$ cat src/rtl/pca_pkg.sv
// Shared register-map constants, default byte values and the commit-mode
// encoding for the PCA-style PWM register store.
package pca_pkg;

  localparam int unsigned PCA_NUM_CH       = 16;
  localparam int unsigned PCA_BYTES_PER_CH = 4;

  // Channel 0 and broadcast register addresses (byte 0 .. byte 3).
  localparam logic [7:0] PCA_LED_0_ON_L    = 8'h06;
  localparam logic [7:0] PCA_LED_0_ON_H    = 8'h07;
  localparam logic [7:0] PCA_LED_0_OFF_L   = 8'h08;
  localparam logic [7:0] PCA_LED_0_OFF_H   = 8'h09;
  localparam logic [7:0] PCA_ALL_LED_ON_L  = 8'hFA;
  localparam logic [7:0] PCA_ALL_LED_ON_H  = 8'hFB;
  localparam logic [7:0] PCA_ALL_LED_OFF_L = 8'hFC;
  localparam logic [7:0] PCA_ALL_LED_OFF_H = 8'hFD;

  // Power-up byte values: OFF_H bit 4 set means the output is fully off.
  localparam logic [7:0] PCA_ON_L_DEFAULT  = 8'h00;
  localparam logic [7:0] PCA_ON_H_DEFAULT  = 8'h00;
  localparam logic [7:0] PCA_OFF_L_DEFAULT = 8'h00;
  localparam logic [7:0] PCA_OFF_H_DEFAULT = 8'h10;

  localparam logic [31:0] PCA_RESET_CH_VALUE = {PCA_OFF_H_DEFAULT, PCA_OFF_L_DEFAULT,
                                                PCA_ON_H_DEFAULT,  PCA_ON_L_DEFAULT};

  typedef enum logic {
    COMMIT_PER_CH  = 1'b0,  // commit as soon as every byte of a channel is written
    COMMIT_ON_STOP = 1'b1   // commit fully written channels on the bus STOP pulse
  } commit_mode_e;

endpackage

$ cat src/rtl/pwm_shadow_channel.sv
// One channel: staging word, per-byte dirty flags, committed shadow word and
// a one-cycle commit pulse whenever the shadow loads.
module pwm_shadow_channel
  import pca_pkg::*;
#(
  parameter int unsigned             BYTES       = 4,
  parameter logic [8*BYTES-1:0]      RESET_VALUE = '0
) (
  input  logic                 clk_i,
  input  logic                 rst_i,
  input  logic [BYTES-1:0]     byte_we_i,
  input  logic [7:0]           data_i,
  input  logic                 stop_i,
  input  logic                 mode_i,
  output logic [8*BYTES-1:0]   staging_o,
  output logic [8*BYTES-1:0]   shadow_o,
  output logic                 commit_o
);

  localparam int unsigned CW = 8 * BYTES;

  logic [CW-1:0]    staging_q, staging_d;
  logic [CW-1:0]    shadow_q,  shadow_d;
  logic [BYTES-1:0] dirty_q,   dirty_d;
  logic             commit_q;
  logic             commit_go;
  commit_mode_e     mode;

  assign mode      = commit_mode_e'(mode_i);
  // Decided on the registered flags only: a byte written this cycle cannot
  // complete the channel until the next edge.
  assign commit_go = (&dirty_q) && ((mode == COMMIT_PER_CH) || stop_i);

  // Next state: byte writes land in staging; a commit copies the pre-edge
  // staging word and clears every flag except bytes written this same cycle.
  always_comb begin
    // NOTE: every variable gets a default before any branch, so no path can leave it unassigned and infer a latch.
    staging_d = staging_q;
    for (int k = 0; k < BYTES; k++) begin
      if (byte_we_i[k]) staging_d[k*8 +: 8] = data_i;
    end
    dirty_d  = (commit_go ? '0 : dirty_q) | byte_we_i;
    shadow_d = commit_go ? staging_q : shadow_q;
  end

  // State registers with synchronous reset that overrides writes and commits.
  always_ff @(posedge clk_i) begin
    // NOTE: non-blocking assignments so each register samples pre-edge values regardless of statement order.
    if (rst_i) begin
      // NOTE: the staging word is reset too, because its value is visible on read-back and in the next commit.
      staging_q <= RESET_VALUE;
      shadow_q  <= RESET_VALUE;
      dirty_q   <= '0;
      commit_q  <= 1'b0;
    end else begin
      staging_q <= staging_d;
      shadow_q  <= shadow_d;
      dirty_q   <= dirty_d;
      commit_q  <= commit_go;
    end
  end

  assign staging_o = staging_q;
  assign shadow_o  = shadow_q;
  assign commit_o  = commit_q;

endmodule

$ cat src/rtl/pwm_shadow_bank.sv
// Bank of NUM_CH shadowed PWM channels between the I2C register decoder and
// the PWM generators: address decode, broadcast writes and registered read-back.
module pwm_shadow_bank
  import pca_pkg::*;
#(
  parameter int unsigned                  NUM_CH         = PCA_NUM_CH,
  parameter int unsigned                  BYTES_PER_CH   = PCA_BYTES_PER_CH,
  parameter logic [7:0]                   BASE_ADDR      = PCA_LED_0_ON_L,
  parameter logic [7:0]                   ALL_ADDR       = PCA_ALL_LED_ON_L,
  parameter logic [8*BYTES_PER_CH-1:0]    RESET_CH_VALUE = PCA_RESET_CH_VALUE
) (
  input  logic                               clk_i,
  input  logic                               rst_i,
  input  logic                               wr_en_i,
  input  logic [7:0]                         wr_addr_i,
  input  logic [7:0]                         wr_data_i,
  input  logic                               stop_i,
  input  logic                               commit_mode_i,
  input  logic [7:0]                         rd_addr_i,
  output logic [7:0]                         rd_data_o,
  output logic [NUM_CH*8*BYTES_PER_CH-1:0]   shadow_o,
  output logic [NUM_CH-1:0]                  commit_o
);

  localparam int unsigned CW = 8 * BYTES_PER_CH;

  // Addresses are widened to 9 bits so a channel range running past 8'hFF
  // cannot alias onto low addresses.
  logic [8:0] wr_addr9, rd_addr9;
  assign wr_addr9 = {1'b0, wr_addr_i};
  assign rd_addr9 = {1'b0, rd_addr_i};

  logic [NUM_CH-1:0][BYTES_PER_CH-1:0] byte_we;
  logic [NUM_CH-1:0][CW-1:0]           staging;
  logic [7:0]                          rd_data_q, rd_data_d;

  // Write decode: a byte enable fires for its own address or its broadcast slot.
  always_comb begin
    byte_we = '0;
    for (int c = 0; c < NUM_CH; c++) begin
      for (int k = 0; k < BYTES_PER_CH; k++) begin
        if (wr_en_i &&
            ((wr_addr9 == 9'(int'(BASE_ADDR) + c*BYTES_PER_CH + k)) ||
             (wr_addr9 == 9'(int'(ALL_ADDR) + k)))) begin
          byte_we[c][k] = 1'b1;
        end
      end
    end
  end

  // Read mux over staging bytes; anything outside the channel range reads 0.
  always_comb begin
    rd_data_d = '0;
    for (int c = 0; c < NUM_CH; c++) begin
      for (int k = 0; k < BYTES_PER_CH; k++) begin
        if (rd_addr9 == 9'(int'(BASE_ADDR) + c*BYTES_PER_CH + k)) begin
          rd_data_d = staging[c][k*8 +: 8];
        end
      end
    end
  end

  // Registered read-back data.
  always_ff @(posedge clk_i) begin
    if (rst_i) rd_data_q <= '0;
    else       rd_data_q <= rd_data_d;
  end

  assign rd_data_o = rd_data_q;

  for (genvar c = 0; c < NUM_CH; c++) begin : g_ch
    pwm_shadow_channel #(
      .BYTES       (BYTES_PER_CH),
      .RESET_VALUE (RESET_CH_VALUE)
    ) u_ch (
      .clk_i     (clk_i),
      .rst_i     (rst_i),
      .byte_we_i (byte_we[c]),
      .data_i    (wr_data_i),
      .stop_i    (stop_i),
      .mode_i    (commit_mode_i),
      .staging_o (staging[c]),
      .shadow_o  (shadow_o[c*CW +: CW]),
      .commit_o  (commit_o[c])
    );
  end

endmodule

$ cat config.mk
export PLATFORM = sky130hd
export DESIGN_NAME = pwm_shadow_bank
export DESIGN_NICKNAME = d
export VERILOG_FILES = /design/src/rtl/pca_pkg.sv /design/src/rtl/pwm_shadow_channel.sv /design/src/rtl/pwm_shadow_bank.sv
export SDC_FILE = /design/constraint.sdc
export NUM_CORES = 2
export LEC_CHECK = 0
export BUFFER_PORTS_ARGS = -buffer_cell sky130_fd_sc_hd__buf_2
export CORE_ASPECT_RATIO = 1.4
export CORE_MARGIN = 5
export CORE_UTILIZATION = 58
export DETAILED_ROUTE_END_ITERATION = 16
export PLACE_DENSITY = 0.8
export SYNTH_ARGS = -nofsm -noshare
export SYNTH_HDL_FRONTEND = slang
export SYNTH_SLANG_ARGS = --single-unit
export TNS_END_PERCENT = 100
$ cat constraint.sdc
create_clock -name clk_i -period 2.29 [get_ports clk_i]
set_clock_uncertainty 0.05 [all_clocks]
set_input_delay 0 -clock clk_i [delete_from_list [all_inputs] [get_ports clk_i]]
set_output_delay 0 -clock clk_i [all_outputs]
set_load 0.02 [all_outputs]
==> metrics.txt <==
PnR Total Power=roughly 0.04 W; Post-Syn Nets=~5,400; All-Layer GR Usage=0.447; Min-Delay Path Class=in -> reg; Final #Nets=approximately 6,000; TNS Setup=0 ns; Yosys top cell by area=dfxtp_1; Max Fclk=roughly 450 MHz; layout cells sized above 1=0.217; Avg WL per Cell=about 27 µm; post-layout util=0.714; DRC viols=0; Vias=between 40,000 and 50,000; post-synthesis compound-gate area fraction=0.144; Max Cap Viol=0; main combinational cell family by area after synthesis=simple AND/OR/NAND/NOR gates; Die Y-Extent=around 340 µm; H-tree levels=3; Synth area leaders=dfxtp_1, mux2i_1, nand2_1; vias in the first global route=about 43,000; PwrDens=~700 nW/µm²; placed cell area=52,000 µm²; #FFs+latches synth=about 1,100; first-pass GRT wire length=about 280,000 µm; slew of the pin with the lowest slew margin=around 1.3 ns; Clock Root Buffer=clkbuf_16; Overflow after GRT=0; hold path cells=4; Fin. Hold Viols=0; max-slew violation count=0; hpwl dp=~150,000 µm; Synth Area in Adders=0; normalized max-slew margin=0.139; Hold Path End=g_ch[11].u_ch.dirty_q[3]$_SDFF_PP0_; final WL=slightly below 200,000 µm; Bufs on Longest Clock Path=3; R2R depth=6; leakage=24.7 nW; Synth Warn #=0; Syn Inst Count=about 5,400; TritonCTS clock tree=built; antenna violations before repair=18; std cell rows=~120; clock sinks=1,112; Cell variety after synth=93; R2R Path Start=g_ch[12].u_ch.staging_o[3]$_SDFFE_PP0P_; register area share after synthesis=0.489; crit path DAT=2.75 ns; RSZ-0062 raised after global routing=true; CP Capture Type=register; Final min period=between 2 and 2.5 ns; Placeable Area=about 78,000 µm²; final worst-path cycle share=0.979; Die Wd=~250 µm; Startpoint Class=register; Reg-to-Reg End=rd_data_o[3]$_SDFF_PP0_; Top FF cell, synth=dfxtp_1; Initial DRC Count=a little under 6,000; fin area=around 56,000 µm²; worst endpoint required time=around 2.8 ns; crit path kind=reg -> reg; Setup Viol. Count Final=0; fraction of synthesized area in multiplexers=0.127; Die ar.=approximately 84,000 µm²; CTS clk-pin slew, worst paths=approximately 0.070 ns; Post-synth EDFFs=0; maximum VDD drop=about 0.77 mV; syn avg cell area=8.39 µm²; GP Congestion=roughly 1.1; later-pin clock latency in the skew report=0.69 ns; area grow syn2layout=22.1%; crit path max fanout=3; DR pass1 iterations=8; ANT nets after route=0; Starting Density=0.585; XOR/XNOR share of the synthesized area=0; Post-Synthesis Cell Area=roughly 45,000 µm²; status=finished clean; Synth Area in Simple Gates=0.192; reg-to-reg slack, setup=0.05 ns; largest net degree at the start of global routing=243; drt via density=6.21; FFs w/ async S/R, synth=0; I/O Pins=565; hold_sp=wr_en_i; Synth top area share=0.489; number of CTS-inserted buffers=96; count of input and output buffers=~560
==> flip-flops by register name (all words and copies together), names as in the netlist <==
name                 count
rd_data_o                8
g_ch.u_ch.commit_o      16
g_ch.u_ch.shadow_o     512
g_ch.u_ch.dirty_q       64
g_ch.u_ch.staging_o    512
==> cell usage after synthesis, types with 6 or more instances <==
master and n:
nand2_1 1189, dfxtp_1 1112, nor2_1 679, a21oi_1 668, mux2i_1 551, clkbuf_1 320, o21ai_0 138, buf_1 73
nand3_1 57, buf_2 52, o22ai_1 44, a22oi_1 41, buf_4 35, and3_1 33, o211ai_1 23, mux2_2 22
a211oi_1 20, nor2_2 20, a221oi_1 17, nor3_1 16, o221ai_1 16, nand2b_1 14, nor2b_1 14, a22o_1 13
buf_6 13, a2111oi_0 10, a32oi_1 10, and2_1 10, nand3b_1 10, o31ai_1 9, a31oi_1 8, o32ai_1 8
a21o_1 7, nor4_1 7, o2111ai_1 7, o21a_1 7, o21ai_1 6, o21bai_1 6, or4b_1 6
==> report_power, final <==
| part | total [W] | switching (W) | internal [W] |
|---|---|---|---|
| clock network | 0.0173 | 0.00756 | 0.00969 |
| logic | 0.00222 | 0.00152 | 0.000698 |
| registers | 0.0194 | 0.0000471 | 0.0194 |
==> through the flow <==
step / hold WS (ns) / std cells / setup WS (ns)
after floorplan: 0.289 / 5420 / 0.366
final: 0.0860 / 7270 / 0.0483
after detailed placement: 0.296 / 7068 / -0.639
after global placement: 0.282 / 7068 / -0.613
after global routing: 0.0989 / 7258 / -0.00260
after CTS: 0.0305 / 7256 / 0.0132
==> area by class of cell <==
cell class                 instances  area, µm²
fill                            5892      22300
clock buffer                     137       2790
tap                             1045       1310
inverter                           6       22.5
multi-input combinational       3808      21200
sequential                      1112      22300
clock inverter                    40        562
timing repair buffer            1108       7390
antenna                           14       35.0
==> metal layers <==
layer | up-vias | part of all wire | wire length, µm | track usage
li1 | 19800 | - | - | -
met1 | 21600 | 0.36 | 71000 | 0.535
met2 | 2944 | 0.46 | 90700 | 0.724
met3 | 808 | 0.094 | 18600 | 0.0927
met4 | 4 | 0.086 | 16900 | 0.300
met5 | - | 0.000076 | 15 | 0
==> logic make-up after synthesis <==
logic type / Yosys count
and+or+nand+nor: 2116
muxes: 574
AOI/OAI and AO/OA: 1118
DFF: 1112
buffers and inverters: 500
==> worst max path at each step <==
stage                     depth (start not counted)  slack [ns]                               startpoint                      end
final                                             6        0.05  g_ch[12].u_ch.staging_o[3]$_SDFFE_PP0P_  rd_data_o[3]$_SDFF_PP0_
after global routing                              8      -0.003  g_ch[4].u_ch.staging_o[29]$_SDFFE_PP0P_  rd_data_o[5]$_SDFF_PP0_
after CTS                                         9        0.01  g_ch[4].u_ch.staging_o[25]$_SDFFE_PP0P_  rd_data_o[1]$_SDFF_PP0_
after detailed placement                         12       -0.64                             rd_addr_i[2]  rd_data_o[5]$_SDFF_PP0_
after global placement                           12       -0.61                             rd_addr_i[2]  rd_data_o[5]$_SDFF_PP0_
after floorplan                                   9        0.37                             rd_addr_i[0]  rd_data_o[6]$_SDFF_PP0_
==> cell usage in the layout, fill, tap and decap left out, types with 13 or more instances in the layout <==
cell type,Yosys,routed
nand2_1,1189,1189
dfxtp_1,1112,1110
nor2_1,679,679
a21oi_1,668,666
buf_2,52,561
mux2i_1,551,550
buf_4,35,500
o21ai_0,138,126
clkbuf_16,0,96
nand3_1,57,57
o22ai_1,44,44
a22oi_1,41,41
buf_12,0,35
and3_1,33,33
o211ai_1,23,23
clkbuf_8,0,23
mux2_2,22,22
nor2_2,20,20
o21ai_1,6,18
a211oi_1,20,18
clkbuf_1,320,18
nor3_1,16,16
clkinv_2,0,16
o221ai_1,16,15
a221oi_1,17,15
diode_2,0,14
nand2b_1,14,14
nor2b_1,14,13
a22o_1,13,13
==> critical path, cell delays in order (launching register included) <==
cell       delay, ns
dfxtp_1         0.43
a222oi_1        0.62
a31oi_1         0.17
buf_4           0.16
a2111oi_0       0.33
o32a_1          0.28
o31ai_1         0.09
==> repair_timing <==
action,CTS,global route
endpoints found under the setup margin,5,6
hold buffers,10,0
hold endpoints to repair,648,0
gates resized for setup,6,12
pin swaps,1,5
buffers inserted,1,0
Note: power is estimated with default switching activity, not from simulation.
